$ cat src/rtl/bsg_cover_arbiter.sv
// Purpose: shares one downstream coverage channel among num_p collectors, one packet per grant, round-robin; also sequences a global drain.
// Latency: 1 cycle of arbitration in IDLE, then the granted collector's words pass combinationally while LOCKed.
// Backpressure: ready_i is steered only to the granted collector; others stall with ready_o=0 until their turn.
// Optional: define BSG_COVER_ARBITER_STATS_EN to add pkt_count_o / word_count_o statistics counters.
module bsg_cover_arbiter #(
    parameter int num_p   = 4,
    parameter int width_p = 32,
    localparam int lg_num_lp = (num_p > 1) ? $clog2(num_p) : 1
) (
    input  logic                       ds_clk_i,
    input  logic                       ds_reset_n_i,
    input  logic [num_p-1:0]           v_i,
    input  logic [num_p-1:0]           idx_v_i,
    input  logic [num_p*width_p-1:0]   data_i,
    input  logic [num_p-1:0]           gate_i,
    output logic [num_p-1:0]           ready_o,
    output logic [num_p-1:0]           drain_o,
    input  logic                       drain_req_i,
    output logic                       drain_busy_o,
    output logic                       drain_done_o,
    output logic                       v_o,
    output logic                       idx_v_o,
    output logic [lg_num_lp-1:0]       src_o,
    output logic [width_p-1:0]         data_o,
    input  logic                       ready_i
`ifdef BSG_COVER_ARBITER_STATS_EN
    ,
    output logic [31:0]                pkt_count_o,
    output logic [31:0]                word_count_o
`endif
);

    typedef enum logic {IDLE, LOCK} state_e;

    state_e               state_r, state_n;
    logic [lg_num_lp-1:0] grant_r, grant_n;
    logic [lg_num_lp-1:0] rr_ptr_r, rr_ptr_n;
    logic                 release_pkt;

    logic [num_p-1:0]     req;
    logic                 found;
    logic [lg_num_lp-1:0] pick;

    logic [width_p-1:0]   data_arr [num_p];
    logic                 lock;

    logic [num_p-1:0]     pending_r, seen_r;
    logic [num_p-1:0]     pending_nxt;
    logic                 busy_r, done_r;

    assign req  = v_i & idx_v_i;
    assign lock = (state_r == LOCK);

    // Split the flat data bus into one word per collector.
    always_comb begin
        for (int i = 0; i < num_p; i++) begin
            data_arr[i] = data_i[i*width_p +: width_p];
        end
    end

    // Rotating priority search: first header request at or above rr_ptr, wrapping.
    always_comb begin
        int j;
        j     = 0;
        found = 1'b0;
        pick  = rr_ptr_r;
        for (int k = 0; k < num_p; k++) begin
            j = int'(rr_ptr_r) + k;
            if (j >= num_p) begin
                j = j - num_p;
            end
            if (!found && req[lg_num_lp'(j)]) begin
                found = 1'b1;
                pick  = lg_num_lp'(j);
            end
        end
    end

    // Arbiter next state: grant in IDLE, release when the owner is back in FILL with nothing valid.
    always_comb begin
        state_n     = state_r;
        grant_n     = grant_r;
        rr_ptr_n    = rr_ptr_r;
        release_pkt = 1'b0;
        case (state_r)
            IDLE: begin
                if (found) begin
                    grant_n = pick;
                    state_n = LOCK;
                end
            end
            LOCK: begin
                if (!gate_i[grant_r] && !v_i[grant_r]) begin
                    state_n     = IDLE;
                    release_pkt = 1'b1;
                    rr_ptr_n    = (grant_r == lg_num_lp'(num_p - 1)) ? '0 : grant_r + 1'b1;
                end
            end
            default: state_n = IDLE;
        endcase
    end

    // Arbiter registers.
    always_ff @(posedge ds_clk_i or negedge ds_reset_n_i) begin
        if (!ds_reset_n_i) begin
            state_r  <= IDLE;
            grant_r  <= '0;
            rr_ptr_r <= '0;
        end else begin
            state_r  <= state_n;
            grant_r  <= grant_n;
            rr_ptr_r <= rr_ptr_n;
        end
    end

    // Downstream mux: only the granted collector is visible, and only while LOCKed.
    always_comb begin
        v_o     = lock & v_i[grant_r];
        idx_v_o = lock & idx_v_i[grant_r];
        data_o  = lock ? data_arr[grant_r] : '0;
        ready_o = (lock && ready_i) ? (num_p'(1) << grant_r) : '0;
        src_o   = grant_r;
    end

    // A pending collector completes once it has been seen gated and its gate falls again.
    assign pending_nxt = pending_r & ~(seen_r & ~gate_i);

    // Drain sequencer: arm on request while idle, retire per collector, pulse done when all retire.
    always_ff @(posedge ds_clk_i or negedge ds_reset_n_i) begin
        if (!ds_reset_n_i) begin
            pending_r <= '0;
            seen_r    <= '0;
            busy_r    <= 1'b0;
            done_r    <= 1'b0;
        end else if (!busy_r) begin
            done_r <= 1'b0;
            if (drain_req_i) begin
                pending_r <= '1;
                seen_r    <= gate_i;
                busy_r    <= 1'b1;
            end
        end else begin
            pending_r <= pending_nxt;
            seen_r    <= seen_r | gate_i;
            if (pending_nxt == '0) begin
                busy_r <= 1'b0;
                done_r <= 1'b1;
            end else begin
                done_r <= 1'b0;
            end
        end
    end

    assign drain_o      = pending_r & ~seen_r;
    assign drain_busy_o = busy_r;
    assign drain_done_o = done_r;

`ifdef BSG_COVER_ARBITER_STATS_EN
    logic [31:0] pkt_count_r, word_count_r;

    // Packet and data-word statistics; both wrap naturally.
    always_ff @(posedge ds_clk_i or negedge ds_reset_n_i) begin
        if (!ds_reset_n_i) begin
            pkt_count_r  <= '0;
            word_count_r <= '0;
        end else begin
            if (release_pkt) begin
                pkt_count_r <= pkt_count_r + 32'd1;
            end
            if (v_o && ready_i && !idx_v_o) begin
                word_count_r <= word_count_r + 32'd1;
            end
        end
    end

    assign pkt_count_o  = pkt_count_r;
    assign word_count_o = word_count_r;
`endif

endmodule
$ cat config.mk
export PLATFORM = sky130hd
export DESIGN_NAME = bsg_cover_arbiter
export DESIGN_NICKNAME = d
export VERILOG_FILES = /design/src/rtl/bsg_cover_arbiter.sv
export SDC_FILE = /design/constraint.sdc
export NUM_CORES = 1
export LEC_CHECK = 0
export CORE_AREA = 3 3 73 75
export CTS_BUF_LIST = sky130_fd_sc_hd__clkbuf_4 sky130_fd_sc_hd__clkbuf_8
export DETAILED_ROUTE_END_ITERATION = 12
export DIE_AREA = 0 0 76 78
export DONT_BUFFER_PORTS = 1
export GPL_ROUTABILITY_DRIVEN = 1
export PLACE_DENSITY_LB_ADDON = 0.12
export REMOVE_ABC_BUFFERS = 1
export SLEW_MARGIN = 20
export SYNTH_ARGS = -nofsm -noshare
export SYNTH_HDL_FRONTEND = slang
export SYNTH_SLANG_ARGS = --single-unit
$ cat constraint.sdc
create_clock -name ds_clk_i -period 3.6 [get_ports ds_clk_i]
set_input_delay 0.72 -clock ds_clk_i [delete_from_list [all_inputs] [get_ports ds_clk_i]]
set_output_delay 0.72 -clock ds_clk_i [all_outputs]
set_load 0.005 [all_outputs]
==> results.sh <==
export IMPL_synth_simple_area_share_pct=20.3
export IMPL_drt_total_wl_mm=6.99
export IMPL_post_route_util_pct=41.9
export IMPL_synth_compound_area_share_pct=9.10
export IMPL_async_flop_share_pct=100
export IMPL_cp_max_fo=29
export IMPL_cts_tree="built"
export IMPL_worst_pin_slew_ps=969
export IMPL_clk_pin_slew_ps=60
export IMPL_dieArea_sq_um=5930
export IMPL_p_int_w=0.000889
export IMPL_period_minus_slack_ps=2660
export IMPL_clkLatencyLatePin_ps=240
export IMPL_synth_edf_count=0
export IMPL_ios=190
export IMPL_skew_ps=5.47
export IMPL_reg2reg_depth=4
export IMPL_p_switching_w=0.000661
export IMPL_core_sq_um=4720
export IMPL_port_buffers=0
export IMPL_drtIter0Drc=121
export IMPL_grt_overflow=0
export IMPL_seqCellArea_sq_um=377
export IMPL_drive_gt1_share_pct=27.8
export IMPL_viasPerCell=6.72
export IMPL_hp_class="input pin to asynchronous set/reset pin"
export IMPL_tns_ps=0
export IMPL_dp_hpwl_mm=5.98
export IMPL_combPwrFrac_pct=66.3
export IMPL_multiInputGateArea_sq_um=1430
export IMPL_dp_cells=225
export IMPL_pwr_share_clk_pct=8.7
export IMPL_cp_end_kind="output port"
export IMPL_stdcell_count=230
export IMPL_swShare_pct=42.6
export IMPL_netlist_instances=170
export IMPL_syn_avg_cell_area_sq_um=11.1
export IMPL_p_leak_nw=0.722
export IMPL_post_cts_buffers=0
export IMPL_cts_hold_repair_buffers=0
export IMPL_finalCritPeriodShare_pct=73.8
export IMPL_grt_pass1_wl_mm=10.2
export IMPL_finalHoldViolCount=0
export IMPL_status="finished clean"
export IMPL_h_tree_depth=1
export IMPL_cts_buffer_depth=2
export IMPL_cts_num_sinks=15
export IMPL_die_w_microns=76
export IMPL_avgRoutedWirePerCell_microns=30.4
export IMPL_peakVddDrop_mv=0.318
export IMPL_die_h_microns=78
export IMPL_synth_xor_area_share_pct=0
export IMPL_pwr_share_seq_pct=25.0
export IMPL_cp_arrival_ps=1940
export IMPL_grt_antenna_before_repair=0
export IMPL_p_per_area_nw_per_um2=783
export IMPL_fin_nets=311
export IMPL_grt_max_degree=42
export IMPL_rsz0062_at_grt="no"
export IMPL_critPathLaunchType="flop"
export IMPL_rows=25
export IMPL_clockRootBuffer="clkbuf_8"
export IMPL_initial_core_util_pct=39.9
export IMPL_synth_ff_type="dfrtp_1"
export IMPL_ys_seq_area_share_pct=19.9
export IMPL_synth_top_family_by_area="multiplexers"
export IMPL_max_freq_ghz=0.376
export IMPL_grt_total_usage_pct=22.9
export IMPL_drv_cap=0
export IMPL_synth_adder_area_share_pct=2.66
export IMPL_r2r_end="rr_ptr_r[0]$_DFFE_PN0P_"
export IMPL_gp_congestion=0.921
export IMPL_grt_pass1_vias=1607
export IMPL_crit_type="flop to output port"
export IMPL_finalSetupViolCount=0
export IMPL_maxSlewHeadroom_pct=35.4
export IMPL_drv_slew=0
export IMPL_rrSetupSlack_ps=1670
export IMPL_required_ps=2880
export IMPL_vias=1545
export IMPL_r2r_start="src_o[1]$_DFFE_PN0P_"
export IMPL_layout_common_cells="35 x mux4_2, 35 x and2_1, 14 x dfrtp_1, 13 x nor2_1, 9 x o21ai_0"
export IMPL_ys_ff_latch=15
export IMPL_ys_warn_count=0
export IMPL_synth_distinct_cells=30
export IMPL_synth_area_sq_um=1880
export IMPL_drc=0
export IMPL_cts_resized=0
export IMPL_syn_to_final_growth_pct=5.11
export IMPL_drtPass1Iterations=4
export IMPL_fillCellCount=435
export IMPL_synth_mux_area_share_pct=43.6
export IMPL_cts_made_buffers=3
export IMPL_ant_nets=0
-- sequential cells by signal, summed over array words and instances (netlist names) --
signal        flops
drain_busy_o      1
drain_done_o      1
lock              1
pending_r         4
rr_ptr_r          2
seen_r            4
src_o             2
-- layer usage --
layer / GRT usage, % / part of all wire, % / vias up
met4: 2.90 / 0.66 / 0
met1: 30.2 / 39 / 786
met2: 35.8 / 47 / 112
li1: - / - / 641
met3: 10.1 / 13 / 6
met5: 0 / 0 / -
-- how the worst max path moves through the flow --
stage	from	depth (start not counted)	to
4_1_cts	src_o[0]$_DFFE_PN0P_	3	data_o[25]
5_1_grt	src_o[0]$_DFFE_PN0P_	3	data_o[25]
3_5_place_dp	src_o[0]$_DFFE_PN0P_	3	data_o[25]
6_report	src_o[0]$_DFFE_PN0P_	3	data_o[25]
2_1_floorplan	src_o[0]$_DFFE_PN0P_	2	v_o
3_3_place_gp	src_o[0]$_DFFE_PN0P_	3	data_o[25]
-- power by group through the flow --
stage	registers (W)	clock network (W)	logic, W
2_1_floorplan	0.000454	0	0.000734
3_3_place_gp	0.000383	0	0.00102
3_5_place_dp	0.000394	0	0.00103
4_1_cts	0.000391	0.000137	0.00104
5_1_grt	0.000412	0.000145	0.00112
6_report	0.000388	0.000134	0.00103
-- worst max-delay path: stages (launching register included) --
cell	delay [ps]
dfrtp_2	600
buf_12	290
mux4_2	580
and2_1	210
-- Yosys cell counts, drive strengths merged, types with 2 or more instances --
library cell / n / area share, %
and3: 4 / 1.3
a21oi: 4 / 1.1
nand2: 8 / 1.6
a2bb2oi: 2 / 0.93
mux2: 3 / 1.8
o21ai: 9 / 2.4
clkbuf: 8 / 1.6
and2: 35 / 12
buf: 6 / 1.9
o22a: 4 / 1.9
dfrtp: 15 / 20
nor2b: 4 / 1.3
inv: 5 / 1.0
ha: 4 / 2.7
nor2: 13 / 2.6
mux4: 35 / 42
-- through the flow --
stage	hold WS [ps]	total power, W	worst slack [ps]	instance area, sq um
after floorplan	424	0.00119	447	1820
after global placement	425	0.00140	1200	1930
after global routing	146	0.00168	829	1980
after detailed placement	425	0.00143	1190	1930
final	162	0.00155	942	1980
after CTS	159	0.00157	915	1980
-- final cells by class --
cell class,count,area share (%)
clock buffers,3,2.08
inverters,5,0.948
multi-input cells,136,72.0
flip-flops and latches,15,19.0
clock inverters,1,0.253
diodes,1,0.126
well taps,67,4.23
repair buffers,2,1.39
-- logic make-up after synthesis --
logic type | Yosys count
buffers and inverters | 19
AO/OA/AOI/OAI | 26
adder cells (fa/ha/maj) | 4
flip-flops | 15
multiplexers | 38
AND/OR/NAND/NOR | 68
Note: power is estimated with default switching activity, not from simulation.
